## src/rtl/pc_controller_pkg.sv

```systemverilog
// -----------------------------------------------------------------------------
// pc_controller_pkg
// Shared types and constants for the program-counter sequencer.
//   pc_state_e   : sequencer state, also exported on the debug/trace port
//   PC_STEP      : default byte increment between sequential fetches
//   PC_W         : address width
//   FLUSH_CNT_W  : width of the flush-cycle down-counter (covers 1..7 cycles)
//   align_pc()   : forces a byte address onto an instruction boundary
// -----------------------------------------------------------------------------
package pc_controller_pkg;

    typedef enum logic [1:0] {
        ST_BOOT   = 2'd0,
        ST_RUN    = 2'd1,
        ST_FLUSH  = 2'd2,
        ST_HALTED = 2'd3
    } pc_state_e;

    localparam int          PC_W        = 16;
    localparam logic [15:0] PC_STEP     = 16'd2;
    localparam int          FLUSH_CNT_W = 3;

    // Instructions are 2-byte aligned; bit 0 of a target is dropped.
    function automatic logic [PC_W-1:0] align_pc(input logic [PC_W-1:0] addr);
        return {addr[PC_W-1:1], 1'b0};
    endfunction

endpackage

```

## src/rtl/pc_controller_adder.sv

```systemverilog
// -----------------------------------------------------------------------------
// pc_controller_adder
// Unsigned modulo-2^WIDTH adder used to form the sequential next PC.
// Ports:
//   i_a   : base address (current PC)
//   i_b   : offset (instruction step)
//   o_sum : i_a + i_b, carry discarded
// -----------------------------------------------------------------------------
module pc_controller_adder #(
    parameter int WIDTH = 16
) (
    input  logic [WIDTH-1:0] i_a,
    input  logic [WIDTH-1:0] i_b,
    output logic [WIDTH-1:0] o_sum
);

    assign o_sum = i_a + i_b;

endmodule

```

## src/rtl/pc_controller.sv

```systemverilog
// -----------------------------------------------------------------------------
// pc_controller
// Program-counter sequencer: owns the fetch address and decides each cycle
// whether to advance, hold (stall), redirect (with an IF/ID flush window) or
// halt.
// Ports:
//   clk             : system clock, rising edge
//   rst             : asynchronous reset, active low
//   stall           : hold PC and current fetch (RUN only)
//   redirect_valid  : taken branch/jump; redirect_target is the destination
//   redirect_target : byte address of redirect destination
//   halt            : halt decoded (RUN only)
//   resume          : leave HALTED
//   pc              : current fetch address (registered)
//   pc_next_seq     : pc + INSTR_STEP (combinational, link value)
//   fetch_valid     : high in RUN
//   flush           : high in FLUSH
//   misaligned      : one-cycle pulse after a redirect whose target bit 0 was set
//   state           : current pc_state_e (registered)
//   fetch_count     : number of sequential advances, wraps at 16 bits
// -----------------------------------------------------------------------------
module pc_controller
    import pc_controller_pkg::*;
#(
    parameter logic [15:0] RESET_VECTOR = 16'h0000,
    parameter logic [15:0] INSTR_STEP   = PC_STEP,
    parameter int          FLUSH_CYCLES = 2
) (
    input  logic        clk,
    input  logic        rst,
    input  logic        stall,
    input  logic        redirect_valid,
    input  logic [15:0] redirect_target,
    input  logic        halt,
    input  logic        resume,
    output logic [15:0] pc,
    output logic [15:0] pc_next_seq,
    output logic        fetch_valid,
    output logic        flush,
    output logic        misaligned,
    output logic [1:0]  state,
    output logic [15:0] fetch_count
);

    // The counter is loaded with FLUSH_CYCLES-1 and FLUSH exits on the cycle
    // it reads zero, giving exactly FLUSH_CYCLES cycles of flush.
    localparam logic [FLUSH_CNT_W-1:0] FLUSH_RELOAD = FLUSH_CNT_W'(FLUSH_CYCLES - 1);

    pc_state_e               r_state;
    pc_state_e               w_state_nxt;
    logic [PC_W-1:0]         r_pc;
    logic [PC_W-1:0]         w_pc_nxt;
    logic [PC_W-1:0]         w_pc_inc;
    logic [FLUSH_CNT_W-1:0]  r_flush_cnt;
    logic [FLUSH_CNT_W-1:0]  w_flush_cnt_nxt;
    logic [15:0]             r_fetch_count;
    logic [15:0]             w_fetch_count_nxt;
    logic                    r_misaligned;
    logic                    w_misaligned_nxt;

    pc_controller_adder #(
        .WIDTH (PC_W)
    ) u_adder (
        .i_a   (r_pc),
        .i_b   (INSTR_STEP),
        .o_sum (w_pc_inc)
    );

    // Next-state and datapath update. Redirects (RUN and FLUSH) share one
    // load path so a redirect inside FLUSH restarts the full window.
    always_comb begin
        w_state_nxt       = r_state;
        w_pc_nxt          = r_pc;
        w_flush_cnt_nxt   = r_flush_cnt;
        w_fetch_count_nxt = r_fetch_count;
        w_misaligned_nxt  = 1'b0;

        unique case (r_state)
            ST_BOOT: begin
                w_state_nxt = ST_RUN;
            end

            ST_RUN: begin
                if (redirect_valid) begin
                    w_pc_nxt         = align_pc(redirect_target);
                    w_misaligned_nxt = redirect_target[0];
                    w_flush_cnt_nxt  = FLUSH_RELOAD;
                    w_state_nxt      = ST_FLUSH;
                end else if (halt) begin
                    w_state_nxt = ST_HALTED;
                end else if (!stall) begin
                    w_pc_nxt          = w_pc_inc;
                    w_fetch_count_nxt = r_fetch_count + 16'd1;
                end
            end

            ST_FLUSH: begin
                if (redirect_valid) begin
                    w_pc_nxt         = align_pc(redirect_target);
                    w_misaligned_nxt = redirect_target[0];
                    w_flush_cnt_nxt  = FLUSH_RELOAD;
                end else if (r_flush_cnt == '0) begin
                    w_state_nxt = ST_RUN;
                end else begin
                    w_flush_cnt_nxt = r_flush_cnt - FLUSH_CNT_W'(1);
                end
            end

            ST_HALTED: begin
                if (resume) begin
                    w_pc_nxt          = w_pc_inc;
                    w_fetch_count_nxt = r_fetch_count + 16'd1;
                    w_state_nxt       = ST_RUN;
                end
            end

            default: begin
                w_state_nxt = ST_BOOT;
            end
        endcase
    end

    always_ff @(posedge clk or negedge rst) begin
        if (!rst) begin
            r_state       <= ST_BOOT;
            r_pc          <= RESET_VECTOR;
            r_flush_cnt   <= '0;
            r_fetch_count <= '0;
            r_misaligned  <= 1'b0;
        end else begin
            r_state       <= w_state_nxt;
            r_pc          <= w_pc_nxt;
            r_flush_cnt   <= w_flush_cnt_nxt;
            r_fetch_count <= w_fetch_count_nxt;
            r_misaligned  <= w_misaligned_nxt;
        end
    end

    assign pc          = r_pc;
    assign pc_next_seq = w_pc_inc;
    assign fetch_valid = (r_state == ST_RUN);
    assign flush       = (r_state == ST_FLUSH);
    assign misaligned  = r_misaligned;
    assign state       = r_state;
    assign fetch_count = r_fetch_count;

endmodule

```

## config.mk

```make
export PLATFORM = sky130hd
export DESIGN_NAME = pc_controller
export DESIGN_NICKNAME = d
export VERILOG_FILES = /design/src/rtl/pc_controller_pkg.sv /design/src/rtl/pc_controller_adder.sv /design/src/rtl/pc_controller.sv
export SDC_FILE = /design/constraint.sdc
export NUM_CORES = 1
export LEC_CHECK = 0
export CAP_MARGIN = 25
export CORE_MARGIN = 2
export CORE_UTILIZATION = 25
export DETAILED_ROUTE_END_ITERATION = 8
export GPL_ROUTABILITY_DRIVEN = 0
export PLACE_DENSITY = 0.54
export SLEW_MARGIN = 20
export SYNTH_ARGS = -nofsm -noshare
export SYNTH_HDL_FRONTEND = slang
export SYNTH_SLANG_ARGS = --single-unit
```

## constraint.sdc

```tcl
create_clock -name clk -period 4.9 [get_ports clk]
set_clock_uncertainty 0.2 [all_clocks]
set_input_delay 0.735 -clock clk [delete_from_list [all_inputs] [get_ports clk]]
set_output_delay 0.735 -clock clk [all_outputs]
set_load 0.02 [all_outputs]
```

==> results of run 1 <==
-- path summary, 6_finish.rpt --
check / from / to / slack [ns] / cells past startpoint
max: pc[1] / pc_next_seq[15] / 1.49 / 6
max reg2reg: state[1] / fetch_count[14] / 2.48 / 6
min in group asynchronous: rst / fetch_count[14] / 0.36 / 1
min: fetch_count[15] / fetch_count[15] / 0.27 / 1
max in group asynchronous: rst / r_flush_cnt[2] / 3.59 / 1
min reg2reg: fetch_count[15] / fetch_count[15] / 0.27 / 1
-- registers in the layout (all words and copies together) (netlist names) --
register,flops
misaligned,1
r_flush_cnt,3
fetch_count,16
state,2
pc,15
-- synth_stat cells, drive strengths merged (3+ instances only) --
library cell	number
xor2	11
nand4	17
nand2b	4
nor4	6
a21oi	12
and3	5
inv	21
nor3	8
buf	3
o2bb2ai	4
nand3	10
nor2	7
clkbuf	7
ha	8
nand2	8
o221ai	6
xnor2	16
dfrtp	37
o211ai	3
a22oi	5
o21ai	4
-- final cells by class --
type | count | area [µm²] | share of cell area (%)
Sequential cell | 37 | 925.9 | 29.35
Clock inverter | 3 | 65.06 | 2.063
Tap cell | 108 | 135.1 | 4.284
Timing Repair Buffer | 74 | 730.7 | 23.17
Multi-Input combinational cell | 161 | 1150 | 36.45
Clock buffer | 5 | 68.82 | 2.182
Inverter | 21 | 78.83 | 2.499
-- power groups by stage --
stage,registers [mW],clock network [mW],logic (mW)
CTS,0.586,0.326,1.30
global route,0.611,0.335,1.40
detailed placement,0.590,0,1.29
global placement,0.587,0,1.29
floorplan,0.665,0,0.665
finish,0.583,0.316,1.29
-- cell families after synthesis --
kind of cell,share of synthesized area [%]
compound gates,15.96
buf+inv,5.963
xor+xnor,10.73
flops,42.02
simple gates,19.19
other cells,0.1702
fa+ha+maj,4.543
mux,1.420
-- per-stage QoR --
stage / setup WS, ns / utilization [%] / instances / hold slack [ns]
3_5_place_dp: 1.776 / 34.98 / 401 / 0.2678
3_3_place_gp: 1.824 / 34.98 / 401 / 0.2615
2_1_floorplan: 2.413 / - / 229 / 0.2394
5_1_grt: 1.298 / 36.53 / 409 / 0.2893
4_1_cts: 1.448 / 36.53 / 409 / 0.2847
6_report: 1.494 / 36.53 / 409 / 0.2745
-- per-layer routing --
metal / part of all wire, % / global-route usage (%) / vias up
met5: 0 / 0 / -
met4: 1.1 / 3.526 / 0
met3: 6.4 / 3.436 / 7
met2: 44 / 19.44 / 68
met1: 49 / 18.23 / 973
li1: - / - / 970
==> impl_metrics.env, run 1 <==
export IMPL_status="complete, no violations"
export IMPL_drt_wirelength_per_cell_um=15.01
export IMPL_worstSetupEndpointType="output pin"
export IMPL_fin_tns_setup_ns=0
export IMPL_cts_buffer_depth=2
export IMPL_worstPathRequired_ns=3.96
export IMPL_cts_buffers=5
export IMPL_ant_nets=0
export IMPL_synth_main_ff_cell="dfrtp_1"
export IMPL_rows=34
export IMPL_slew_headroom_pct=41.36
export IMPL_dpl_cell_area_um2=3020
export IMPL_antenna_found_initial=0
export IMPL_hold_class="reg -> reg"
export IMPL_critical_path_max_fanout=6
export IMPL_drive_gt1_share_pct=5.980
export IMPL_crit_family="buffers and inverters"
export IMPL_syn_area_per_cell_um2=9.664
export IMPL_grt_pass1_wl_um=10140
export IMPL_viasPerCell=4.934
export IMPL_ctsRootBufferMaster="clkbuf_8"
export IMPL_cp_num_buf_inv=2
export IMPL_grt_overflow=0
export IMPL_rsz0062_at_grt="no"
export IMPL_drt_pass1_iter_count=6
export IMPL_cap_violations=0
export IMPL_design_area_um2=3154
export IMPL_start_util_pct=25.51
export IMPL_synth_cell_types=44
export IMPL_p_clk_share_pct=14.4
export IMPL_power_density_nw_per_um2=694.1
export IMPL_num_io_pins=75
export IMPL_crit_path_max_incr_delay_ns=0.59
export IMPL_nFillCells=896
export IMPL_vdd_ir_drop_max_mv=0.2245
export IMPL_critical_path_arrival_ns=2.47
export IMPL_slowest_stage="clkdlybuf4s50_1"
export IMPL_syn2layout_area_growth_pct=43.16
export IMPL_switching_share_pct=44.87
export IMPL_drt_iter0_drc=106
export IMPL_ys_seq_area_share_pct=42.02
export IMPL_path_cells="ha_1 > nand3_1 > nor4_1 > xnor2_1 > inv_1 > clkdlybuf4s50_1"
export IMPL_worstMarginPinSlew_ns=0.8796
export IMPL_internal_power_mw=1.207
export IMPL_ys_warn_count=0
export IMPL_cts_clk_slew_worst_paths_ns=0.08
export IMPL_wl_um=6141
export IMPL_cp_start_kind="flop"
export IMPL_fin_crit_ns=3.406
export IMPL_pwr_share_seq_pct=26.7
export IMPL_die_height_um=97.88
export IMPL_leakagePower_nw=1.262
export IMPL_cts_tree="yes"
export IMPL_design_core_area_um2=8636
export IMPL_p_switching_uw=982.3
export IMPL_synth_cells=228
export IMPL_synthTopCellsByArea="dfrtp_1 42%, xnor2_1 6.4%, nand4_1 4.8%, ha_1 4.5%, xor2_1 4.4%"
export IMPL_grt_usage_pct=12.88
export IMPL_max_freq_ghz=0.2936
export IMPL_drv_slew=0
export IMPL_total_power_mw=2.189
export IMPL_finalSetupViolations=0
export IMPL_post_route_period_util_pct=69.51
export IMPL_ys_ff_latch=37
export IMPL_post_cts_buffers=0
export IMPL_nets=330
export IMPL_final_common_cell="clkdlybuf4s50_1"
export IMPL_crit_type="reg -> out"
export IMPL_insertion_delay_ns=0.29
export IMPL_synth_largest_area_cell="dfrtp_1"
export IMPL_synth_edf_count=0
export IMPL_synth_top_area_share_pct=42.02
export IMPL_portBuffers=72
export IMPL_cts_hold_buf=0
export IMPL_die_x_um=97.88
export IMPL_finalHoldViolCount=0
export IMPL_grt_max_degree=38
export IMPL_dp_hpwl_um=4514
export IMPL_htree_num_levels=2
export IMPL_synth_async_reset_ratio_pct=100.0
export IMPL_num_antenna_cells=0
export IMPL_pwr_share_comb_pct=58.9
export IMPL_post_route_drc_count=0
export IMPL_die_area_um2=9580
export IMPL_final_cell_mix="71 x clkdlybuf4s50_1, 37 x dfrtp_1, 21 x inv_1"
export IMPL_syn_area_um2=2203
export IMPL_clock_sinks=37
export IMPL_via_count=2018
export IMPL_cts_resized=0
export IMPL_grt_pass1_vias=2005
No activity file was read; power rests on OpenSTA's default activity.
==> run 2, diff against run 1 <==
--- a/config.mk
+++ b/config.mk
@@ -10,7 +10,7 @@
 export CORE_UTILIZATION = 25
 export DETAILED_ROUTE_END_ITERATION = 8
 export GPL_ROUTABILITY_DRIVEN = 0
-export PLACE_DENSITY = 0.54
+export PLACE_DENSITY = 0.56
 export SLEW_MARGIN = 20
 export SYNTH_ARGS = -nofsm -noshare
 export SYNTH_HDL_FRONTEND = slang
==> constraint.sdc (replaced) <==
create_clock -name clk -period 2.7 [get_ports clk]
set_clock_uncertainty 0.2 [all_clocks]
set_input_delay 0.405 -clock clk [delete_from_list [all_inputs] [get_ports clk]]
set_output_delay 0.405 -clock clk [all_outputs]
set_load 0.02 [all_outputs]
==> run 2 against run 1 <==
  * Combinational power up 96%
  * Utilization up 1.2 points
  * Largest cell class unchanged
  * Critical path depth down 1
  * Highest routed layer unchanged
  * Register-to-register slack worse by 2.1 ns
  * Clock power up 19%
  * Sequential share of layout area down 0.85 points
  * Non-clock buffer count up 12
  * Total power up 79%
  * Final cell count up 2.9%
  * Sequential power up 75%
  * Final area up 3.3%
==> impl_metrics.env, run 2 (synthesized netlist as in run 1, its figures left out) <==
export IMPL_status="complete, no violations"
export IMPL_design_core_area_um2=8636
export IMPL_grt_pass1_wl_um=10570
export IMPL_rr_worst_depth=6
export IMPL_worstMarginPinSlew_ns=0.8763
export IMPL_num_antenna_cells=0
export IMPL_ant_nets=0
export IMPL_worstSetupEndpointType="output pin"
export IMPL_total_power_mw=3.921
export IMPL_post_cts_buffers=0
export IMPL_post_route_period_util_pct=96.23
export IMPL_htree_num_levels=2
export IMPL_fin_crit_ns=2.598
export IMPL_cts_buffer_depth=2
export IMPL_vdd_ir_drop_max_mv=0.4446
export IMPL_cts_buffers=5
export IMPL_insertion_delay_ns=0.28
export IMPL_switching_share_pct=46.65
export IMPL_critical_path_max_fanout=9
export IMPL_leakagePower_nw=1.380
export IMPL_r2r_end="pc[1]"
export IMPL_die_height_um=97.88
export IMPL_grt_pass1_vias=2091
export IMPL_grt_usage_pct=13.41
export IMPL_p_clk_share_pct=9.6
export IMPL_portBuffers=72
export IMPL_cts_tree="yes"
export IMPL_rows=34
export IMPL_internal_power_mw=2.092
export IMPL_die_area_um2=9580
export IMPL_cts_clk_slew_worst_paths_ns=0.08
export IMPL_post_route_drc_count=0
export IMPL_ctsRootBufferMaster="clkbuf_8"
export IMPL_finalSetupViolations=0
export IMPL_num_io_pins=75
export IMPL_finalHoldViolCount=0
export IMPL_rr_startpoint="state[0]"
export IMPL_antenna_found_initial=0
export IMPL_dp_hpwl_um=4745
export IMPL_hold_class="in -> async"
export IMPL_final_common_cell="clkdlybuf4s50_1"
export IMPL_cap_violations=0
export IMPL_critical_path_arrival_ns=1.99
export IMPL_grt_max_degree=38
export IMPL_fin_tns_setup_ns=0
export IMPL_via_count=2040
export IMPL_clock_sinks=37
export IMPL_wl_um=6326
export IMPL_p_switching_mw=1.829
export IMPL_reg2reg_slack_ns=0.39
export IMPL_crit_type="reg -> out"
export IMPL_max_freq_ghz=0.3849
export IMPL_drt_iter0_drc=93
export IMPL_viasPerCell=4.846
export IMPL_drv_slew=0
export IMPL_grt_overflow=0
export IMPL_design_area_um2=3257
export IMPL_cp_start_kind="flop"
export IMPL_syn2layout_area_growth_pct=47.81
export IMPL_pwr_share_seq_pct=25.9
export IMPL_largest_reg_flops=16
export IMPL_power_density_nw_per_um2=1204
export IMPL_start_util_pct=25.51
export IMPL_slew_headroom_pct=41.58
export IMPL_pwr_share_comb_pct=64.4
export IMPL_drt_wirelength_per_cell_um=15.03
export IMPL_drt_pass1_iter_count=4
export IMPL_final_cell_mix="62 x clkdlybuf4s50_1, 35 x dfrtp_1, 21 x inv_1"
export IMPL_hold_worst_slack_ns=0.03619
export IMPL_dpl_cell_area_um2=3110
export IMPL_worstPathRequired_ns=2.10
export IMPL_drive_gt1_share_pct=12.14
export IMPL_rsz0062_at_grt="no"
export IMPL_die_x_um=97.88
export IMPL_nets=342
run 2: worst max path at each step:
stage	start	to	slack, ns	depth (start not counted)
2_1_floorplan	state[1]	fetch_count[14]	0.23	7
3_3_place_gp	halt	fetch_count[12]	0.22	5
3_5_place_dp	halt	fetch_count[11]	0.18	5
4_1_cts	pc[5]	pc_next_seq[14]	0.006	6
5_1_grt	pc[5]	pc_next_seq[9]	0.01	5
6_report	pc[5]	pc_next_seq[9]	0.10	5
run 2: timing repair:
item	4_1_cts	5_1_grt
gates cloned	0	0
hold buffers	0	0
endpoints found under the setup margin	5	8
gates resized for setup	6	15
run 2: metal layers:
metal / GRT usage, % / part of all wire (%) / vias to the layer above
met3: 3.364 / 5.0 / 4
met4: 3.312 / 0.81 / 0
met1: 19.66 / 49 / 989
li1: - / - / 989
met5: 0 / 0 / -
met2: 19.76 / 45 / 58
run 2: per-stage QoR:
step                      setup WS, ns  utilization (%)  instances
final                           0.1019            37.71        421
after global routing          0.009529            37.71        421
after detailed placement        0.1849            36.02        413
after global placement          0.2156            36.02        413
after CTS                     0.006033            37.15        421
after floorplan                 0.2303                -        229
run 2: area by class of cell:
class	count	area, µm²
Clock buffer	8	80.08
Inverter	21	78.83
Multi-Input combinational cell	161	1199
Tap cell	108	135.1
Fill cell	891	5379
Sequential cell	37	928.4
Timing Repair Buffer	86	835.8
run 2: worst max-delay path, cell delays in order, from the launching register on:
cell and delay (ns):
dfrtp_1 0.42, nand4_1 0.11, buf_4 0.20, nor2_2 0.18, xor2_1 0.17, clkdlybuf4s50_1 0.62
run 2: power groups by stage:
stage / registers, mW / logic (mW) / clock network (mW)
after floorplan: 1.21 / 1.21 / 0
after global placement: 1.02 / 2.51 / 0
after detailed placement: 1.02 / 2.52 / 0
after CTS: 1.01 / 2.54 / 0.393
after global routing: 1.06 / 2.73 / 0.406
final: 1.02 / 2.53 / 0.376
==> run 3, diff against run 2 <==
--- a/config.mk
+++ b/config.mk
@@ -6,7 +6,6 @@
 export NUM_CORES = 1
 export LEC_CHECK = 0
 export CAP_MARGIN = 25
-export CORE_MARGIN = 2
 export CORE_UTILIZATION = 25
 export DETAILED_ROUTE_END_ITERATION = 8
 export GPL_ROUTABILITY_DRIVEN = 0
==> run 3 against run 2 <==
  * Critical path depth is the same
  * Fmax grew 1.0%
  * Non-clock buffer count shrank 2
  * Utilization grew 1.5 points
  * Flip-flop and latch count is the same
  * Routed wire length shrank 1.1%
==> impl_metrics.env, run 3 (synthesized netlist as in run 1, its figures left out) <==
export IMPL_grt_util_met2_pct=23.27
export IMPL_total_power_mw=4.037
export IMPL_drt_pass1_iter_count=4
export IMPL_hold_worst_slack_ns=0.02956
export IMPL_cts_hold_buf=0
export IMPL_worstMarginPinSlew_ns=0.8637
export IMPL_critical_path_max_fanout=6
export IMPL_fin_crit_ns=2.572
export IMPL_post_route_drc_count=0
export IMPL_finalHoldViolCount=0
export IMPL_ant_nets=0
export IMPL_post_cts_buffers=0
export IMPL_ctsRootBufferMaster="clkbuf_8"
export IMPL_max_freq_ghz=0.3887
export IMPL_design_area_um2=3283
export IMPL_rr_startpoint="state[1]"
export IMPL_rows=33
export IMPL_cap_violations=0
export IMPL_portBuffers=72
export IMPL_slew_headroom_pct=42.42
export IMPL_crit_type="reg -> out"
export IMPL_die_height_um=95.88
export IMPL_num_io_pins=75
export IMPL_worstPathRequired_ns=2.10
export IMPL_viasPerCell=4.969
export IMPL_reg2reg_slack_ns=0.24
export IMPL_syn2layout_area_growth_pct=49.01
export IMPL_fin_tns_setup_ns=0
export IMPL_drv_slew=0
export IMPL_cts_tree="yes"
export IMPL_die_area_um2=9193
export IMPL_grt_max_degree=38
export IMPL_cts_clk_slew_worst_paths_ns=0.08
export IMPL_dpl_cell_area_um2=3092
export IMPL_gr_usage_met1_pct=19.82
export IMPL_rsz0062_at_grt="yes"
export IMPL_nets=340
export IMPL_status="complete, no violations"
export IMPL_post_route_period_util_pct=95.28
export IMPL_antenna_found_initial=0
export IMPL_drive_gt1_share_pct=12.54
export IMPL_num_antenna_cells=0
export IMPL_design_core_area_um2=8382
export IMPL_leakagePower_nw=1.402
export IMPL_nFillCells=859
export IMPL_wl_um=6258
export IMPL_grt_pass1_vias=2046
export IMPL_drt_wirelength_per_cell_um=15.04
export IMPL_power_density_nw_per_um2=1230
export IMPL_die_x_um=95.88
export IMPL_critical_path_arrival_ns=1.97
export IMPL_clock_sinks=37
export IMPL_grt_usage_pct=14.52
export IMPL_layout_setup_ws_ns=0.1276
export IMPL_vdd_ir_drop_max_mv=0.4770
export IMPL_hold_class="in -> async"
export IMPL_dpl_worst_slack_ns=0.1249
export IMPL_grt_overflow=0
export IMPL_via_count=2067
export IMPL_finalSetupViolations=0
export IMPL_drt_iter0_drc=73
export IMPL_grt_busiest_layer="met2"
export IMPL_htree_num_levels=2
export IMPL_final_common_cell="clkdlybuf4s50_1"
export IMPL_cp_start_kind="flop"
export IMPL_dp_hpwl_um=4709
export IMPL_start_util_pct=26.29
export IMPL_r2r_end="fetch_count[15]"
export IMPL_grt_pass1_wl_um=10230
export IMPL_cts_buffer_depth=2
export IMPL_worstSetupEndpointType="output pin"
export IMPL_rr_worst_depth=6
export IMPL_final_cell_mix="62 x clkdlybuf4s50_1, 35 x dfrtp_1, 21 x inv_1"
export IMPL_cts_buffers=5
export IMPL_largest_reg_flops=16
export IMPL_use_met3_pct=3.239
export IMPL_insertion_delay_ns=0.28
run 3: cell types whose count changed in the layout (fill, tap and decap cells not counted):
cell	change
clkbuf_1	-2
bufinv_16	+1
dlymetal6s2s_1	+1
buf_4	-2
nand3_1	-1
dlygate4sd2_1	-1
clkbuf_8	+1
nand3_2	+1
run 3: area by class of cell:
class | count | area [µm²] | share of cell area [%]
Tap cell | 105 | 131.4 | 4.002
Timing Repair Buffer | 84 | 824.5 | 25.11
Clock buffer | 7 | 86.33 | 2.630
Inverter | 21 | 78.83 | 2.401
Multi-Input combinational cell | 161 | 1204 | 36.66
Sequential cell | 37 | 928.4 | 28.28
Clock inverter | 1 | 30.03 | 0.9146
run 3: layer usage:
| metal | wire length, µm | share of wire, % |
|---|---|---|
| met1 | 2992 | 48 |
| met2 | 2877 | 46 |
| met3 | 329 | 5.3 |
| met4 | 59 | 0.94 |
| met5 | 0 | 0 |
run 3: how the worst max path moves through the flow:
| stage | from | end | cells past startpoint |
|---|---|---|---|
| 2_1_floorplan | state[1] | fetch_count[14] | 7 |
| 3_3_place_gp | halt | fetch_count[15] | 5 |
| 3_5_place_dp | halt | fetch_count[15] | 5 |
| 4_1_cts | pc[5] | pc_next_seq[12] | 6 |
| 5_1_grt | pc[4] | pc_next_seq[7] | 5 |
| 6_report | pc[4] | pc_next_seq[7] | 5 |
run 3: critical path, stage by stage (launching register included):
cell             delay [ns]
dfrtp_1                0.35
buf_4                  0.15
and2_1                 0.23
nand4_1                0.17
xnor2_1                0.17
clkdlybuf4s50_1        0.62
run 3: stage by stage:
stage	utilization, %	instances
global route	39.17	416
finish	39.17	416
CTS	38.50	416
detailed placement	36.89	408
floorplan	-	229
global placement	36.89	408
run 3: power breakdown:
| part | internal, mW | switching, mW |
|---|---|---|
| clock network | 0.302 | 0.208 |
| registers | 0.762 | 0.241 |
| logic | 1.14 | 1.39 |
run 3: what timing repair did:
item,in CTS,in global routing
pin swaps,0,0
endpoints found under the setup margin,6,9
gates resized for setup,5,17
